<file path="config.mk">
export PLATFORM = sky130hd
export DESIGN_NAME = sequential_subtractor_16bit
export DESIGN_NICKNAME = d
export VERILOG_FILES = /design/src/rtl/sequential_subtractor_16bit_pkg.sv /design/src/rtl/subtract_slice_4bit.sv /design/src/rtl/sequential_subtractor_16bit.sv
export SDC_FILE = /design/constraint.sdc
export NUM_CORES = 1
export LEC_CHECK = 0
export ABC_CLOCK_PERIOD_IN_PS = 8300
export BUFFER_PORTS_ARGS = -buffer_cell sky130_fd_sc_hd__buf_2
export CAP_MARGIN = 25
export CORE_ASPECT_RATIO = 0.6
export CORE_MARGIN = 2
export CORE_UTILIZATION = 34
export CTS_CLUSTER_DIAMETER = 80
export CTS_CLUSTER_SIZE = 14
export DETAILED_ROUTE_END_ITERATION = 12
export SETUP_SLACK_MARGIN = 0.3
export SLEW_MARGIN = 20
export SYNTH_ARGS = -nofsm -noshare
export SYNTH_HDL_FRONTEND = slang
export SYNTH_SLANG_ARGS = --single-unit
</file>
<file path="constraint.sdc">
create_clock -name Clk -period 8.3 [get_ports Clk]
set_input_delay 1.66 -clock Clk [delete_from_list [all_inputs] [get_ports Clk]]
set_output_delay 1.66 -clock Clk [all_outputs]
set_load 0.03 [all_outputs]
</file>
<file path="src/rtl/sequential_subtractor_16bit_pkg.sv">
// Purpose: shared FSM state encoding and default geometry for the sequential subtractor.
// Latency: n/a (types and constants only).
// Backpressure: n/a.
package sequential_subtractor_16bit_pkg;

  localparam int WIDTH_DEF = 16;  // operand/result width
  localparam int SLICE_DEF = 4;   // bits resolved per CALC cycle

  typedef enum logic [1:0] {
    IDLE = 2'd0,
    CALC = 2'd1,
    DONE = 2'd2
  } state_t;

endpackage

</file>
<file path="src/rtl/subtract_slice_4bit.sv">
// Purpose: combinational SLICE-bit ripple-borrow subtractor, Dk = Xk - Yk - Bi.
// Latency: purely combinational.
// Backpressure: none; the parent FSM decides when the result is used.
module subtract_slice_4bit
  import sequential_subtractor_16bit_pkg::*;
#(
  parameter int SLICE = SLICE_DEF
) (
  input  logic [SLICE-1:0] Xk,
  input  logic [SLICE-1:0] Yk,
  input  logic             Bi,
  output logic [SLICE-1:0] Dk,
  output logic             Bo
);

  logic b_chain;

  // Ripple the borrow from bit 0 upward; a bit borrows when x<y, or x==y with a pending borrow.
  always_comb begin
    Dk      = '0;
    b_chain = Bi;
    for (int i = 0; i < SLICE; i++) begin
      Dk[i]   = Xk[i] ^ Yk[i] ^ b_chain;
      b_chain = (~Xk[i] & Yk[i]) | (~(Xk[i] ^ Yk[i]) & b_chain);
    end
    Bo = b_chain;
  end

endmodule

</file>
<file path="src/rtl/sequential_subtractor_16bit.sv">
// Purpose: multi-cycle X - Y - Bin, one SLICE-bit chunk per clock with a registered borrow.
// Latency: accept at edge t, OutValid high after edge t+STEPS; one op in flight at a time.
// Backpressure: result held in DONE until OutReady; InReady low in CALC and DONE.
module sequential_subtractor_16bit
  import sequential_subtractor_16bit_pkg::*;
#(
  parameter int WIDTH = WIDTH_DEF,
  parameter int SLICE = SLICE_DEF
) (
  input  logic             Clk,
  input  logic             Rst,
  input  logic             InValid,
  output logic             InReady,
  input  logic [WIDTH-1:0] X,
  input  logic [WIDTH-1:0] Y,
  input  logic             Bin,
  output logic             OutValid,
  input  logic             OutReady,
  output logic [WIDTH-1:0] D,
  output logic             Bout,
  output logic             V,
  output logic             Z
);

  localparam int STEPS = WIDTH / SLICE;
  localparam int CW    = (STEPS > 1) ? $clog2(STEPS) : 1;
  localparam logic [CW-1:0] LAST = CW'(STEPS - 1);

  state_t            state_q,  state_d;
  logic [CW-1:0]     cnt_q,    cnt_d;
  logic              borrow_q, borrow_d;
  logic [WIDTH-1:0]  x_q,      x_d;
  logic [WIDTH-1:0]  y_q,      y_d;
  logic [WIDTH-1:0]  d_q,      d_d;
  logic              bout_q,   bout_d;
  logic              v_q,      v_d;
  logic              z_q,      z_d;

  // Latched operands viewed as slices so the single slice unit can be muxed by the counter.
  logic [SLICE-1:0]  x_sl [STEPS];
  logic [SLICE-1:0]  y_sl [STEPS];
  logic [SLICE-1:0]  xk, yk, dk;
  logic              bo;

  for (genvar k = 0; k < STEPS; k++) begin : g_slices
    assign x_sl[k] = x_q[k*SLICE +: SLICE];
    assign y_sl[k] = y_q[k*SLICE +: SLICE];
  end

  assign xk = x_sl[cnt_q];
  assign yk = y_sl[cnt_q];

  subtract_slice_4bit #(
    .SLICE (SLICE)
  ) u_slice (
    .Xk (xk),
    .Yk (yk),
    .Bi (borrow_q),
    .Dk (dk),
    .Bo (bo)
  );

  assign InReady  = (state_q == IDLE);
  assign OutValid = (state_q == DONE);
  assign D        = d_q;
  assign Bout     = bout_q;
  assign V        = v_q;
  assign Z        = z_q;

  // State, counter, operand and result registers; reset discards any operation in flight.
  always_ff @(posedge Clk or posedge Rst) begin
    if (Rst) begin
      state_q  <= IDLE;
      cnt_q    <= '0;
      borrow_q <= 1'b0;
      x_q      <= '0;
      y_q      <= '0;
      d_q      <= '0;
      bout_q   <= 1'b0;
      v_q      <= 1'b0;
      z_q      <= 1'b0;
    end else begin
      state_q  <= state_d;
      cnt_q    <= cnt_d;
      borrow_q <= borrow_d;
      x_q      <= x_d;
      y_q      <= y_d;
      d_q      <= d_d;
      bout_q   <= bout_d;
      v_q      <= v_d;
      z_q      <= z_d;
    end
  end

  // Next-state: accept in IDLE, one slice per CALC edge, flags resolved on the final slice.
  always_comb begin
    state_d  = state_q;
    cnt_d    = cnt_q;
    borrow_d = borrow_q;
    x_d      = x_q;
    y_d      = y_q;
    d_d      = d_q;
    bout_d   = bout_q;
    v_d      = v_q;
    z_d      = z_q;

    unique case (state_q)
      IDLE: begin
        if (InValid) begin
          x_d      = X;
          y_d      = Y;
          borrow_d = Bin;
          cnt_d    = '0;
          state_d  = CALC;
        end
      end

      CALC: begin
        for (int k = 0; k < STEPS; k++) begin
          if (cnt_q == CW'(k)) begin
            d_d[k*SLICE +: SLICE] = dk;
          end
        end
        borrow_d = bo;
        if (cnt_q == LAST) begin
          // d_d already holds the top slice here, so flags see the complete difference.
          cnt_d   = '0;
          state_d = DONE;
          bout_d  = bo;
          z_d     = (d_d == '0);
          v_d     = (x_q[WIDTH-1] != y_q[WIDTH-1]) & (d_d[WIDTH-1] != x_q[WIDTH-1]);
        end else begin
          cnt_d = cnt_q + 1'b1;
        end
      end

      DONE: begin
        if (OutReady) begin
          state_d = IDLE;
        end
      end

      default: begin
        state_d = IDLE;
      end
    endcase
  end

endmodule
</file>
==> flow_summary.ini <==
[placed_design]
dpl.hpwl_mm = 3.738
port_buffers = 57
place_ws_ns = 4.276
gp_congestion = 0.7703

[clock_tree]
cts_tree = yes
cts_setup_buffers = 0
clockBufferDepth = 2
hold_buffers = 0
cts-root-buf = clkbuf_16
clock_sinks = 56
htreeDepth = 2
clk_pin_slew_ns = 0.07
cts_resized = 0
clkLatencyLatePin_ns = 0.29
cts_buffers = 5

[cells_and_area]
drive_gt1_share_pct = 36.14
syn_to_final_growth_pct = 20.29
antenna_cells = 0
nets = 293

[outcome]
outcome = completed

[logic_synthesis]
synth_compound_area_share_pct = 5.917
yosysSeqAreaShare_pct = 54.77
synth_top_family_by_area = multiplexers
synth-main-ff-cell = dfrtp_1
syn-instance-count = 190
synth_area_leaders = dfrtp_1, mux2_1, mux4_2, mux2_2, fa_1
synth-edff-count = 0
synth.most_common_cell = dfrtp_1
yosys.cell_types.count = 27
async_flop_share_pct = 100.0
yosys.area_share.simple_pct = 7.433
synth_xor_area_share_pct = 0
netlist.area_leader.share_pct = 54.77
ys_ff_latch = 56
synth_nets = 235
synth_commonest_cells = dfrtp_1, mux2_1, nand2_1
yosys_warnings = 0
synthMuxAreaShare_pct = 22.89
syn_area_per_cell_sq_um = 13.47
syn_area_sq_um = 2559
synthAdderAreaFrac_pct = 5.086
synth_area_leader_cell = dfrtp_1

[sta]
drv_slew = 0
slew_headroom_pct = 52.44
finalSetupTns_ns = 0
worst_pin_slew_ns = 0.7119
skew_ns = 0.005387
period_share_pct = 48.41
final_hold_viol_count = 0
fmax_mhz = 248.9
layout_setup_ws_ns = 4.282
rsz0062_at_grt = false
setup_viol = 0
finalCriticalPeriod_ns = 4.018

[route]
vias = 1617
viasPerCell = 4.581
drt_pass1_iterations = 4
drtIter0Drc = 60
ant_nets = 0
routedWlPerCell_microns = 14.40
drc_errors = 0
routed_wl_mm = 5.082

[flow_run]
maxCapViolations = 0

[worst_setup_path]
worstPathArrival_ns = 4.25
r2r_setup_slack_ns = 4.28
rr_endpoint = Z
critPathMaxFanout = 13
cp.required_ns = 8.53
end_kind = flip-flop
r2r_start = cnt_q[0]
critPathLaunch = cnt_q[0]
critPathLaunchType = flip-flop
reg2reg_depth = 10
crit_chain = mux4_2, fa_1, fa_1, fa_1, inv_1, fa_1, nor2b_1, a21oi_1, a2111oi_2, a22o_1
crit_path_top_delay_cell = dfrtp_1
path_class = flip-flop to flip-flop
cp_common_cell = fa_1
crit_path_end = Z
max_stage_delay_ns = 0.76

[global_routing]
overflow = 0
antenna_found_initial = 0
grt_util_all_layers_pct = 13.99
grt_max_degree = 57
grt_pass1_wl_mm = 8.645
grt_pass1_vias = 1673

[die]
start_util_pct = 35.21
fp-row-count = 24
placeableCoreArea_sq_um = 7267
die-width_microns = 116.0
dieHeight_microns = 71.20
die_area_sq_um = 8258
ios = 58

[min_path]
hold_path_class = flip-flop to flip-flop
## cells by family (layout without fill, tap and decap cells)
kind of cell	count (synthesis)	count (layout)
buf+inv	18	77
compound gates	25	25
mux	44	44
fa+ha+maj	8	8
flops	56	56
simple gates	39	39
## final cells by class
| cell class | instances | area [sq um] |
|---|---|---|
| inverters | 10 | 37.54 |
| well taps | 104 | 130.1 |
| multi-input cells | 116 | 1062 |
| fillers | 718 | 4189 |
| repair buffers | 59 | 300.3 |
| flip-flops and latches | 56 | 1401 |
| clock buffers | 8 | 146.4 |
## how the worst min path moves through the flow
stage                     slack, ns  endpoint    from  cells after the start
after floorplan                0.45    x_q[8]  x_q[8]                      1
after global placement         0.46     D[12]   D[12]                      2
after detailed placement       0.46     D[12]   D[12]                      2
after CTS                      0.48     D[12]   D[12]                      2
after global routing           0.51    x_q[0]  x_q[0]                      1
final                          0.48     D[12]   D[12]                      2
## sequential cells by signal, indices dropped and copies added (netlist names)
signal / cells
borrow_q: 1
Z: 1
D: 16
y_q: 16
Bout: 1
V: 1
x_q: 16
state_q: 2
cnt_q: 2
## layer usage
metal	wire length, microns	vias up	GRT usage (%)	share of wire [%]
met4	76	0	4.762	1.5
met5	0	-	0	0
met2	2003	49	18.91	39
li1	-	784	-	-
met1	2625	776	20.56	52
met3	376	8	5.313	7.4
## per-stage QoR
stage               instances  hold slack [ns]  area (sq um)  utilization (%)
floorplan                 190           0.4524          2559                -
global placement          345           0.4576          2932            40.34
detailed placement        345           0.4649          2932            40.34
CTS                       353           0.4808          3078            42.36
global route              353           0.5069          3078            42.36
finish                    353           0.4761          3078            42.36
## placed cells by master, fill, tap and decap left out, types with 4 or more instances in the layout
cell       Yosys  layout
mux4_2         8       8
nand2_2        4       4
dfrtp_1       56      56
buf_2          2      57
mux2_2         9       9
nor2_1         7       7
o21ai_0       15      15
inv_1         10       9
ha_1           4       4
clkbuf_16      0       5
a21oi_1        4       4
mux2_1        27      27
nand2_1       17      17
fa_1           4       4
## critical path: cells and delay by family, from the launching register on
kind | cells | cell delay, ns
AOI/OAI and AO/OA | 3 | 0.59
adders and majority gates | 4 | 1.72
buffers and inverters | 1 | 0.08
DFF | 1 | 0.76
muxes | 1 | 0.60
and+or+nand+nor | 1 | 0.20
Power is left out: the tool's default activity adds up to more than one toggle a clock period on the data nets, which glitch-free logic cannot reach.
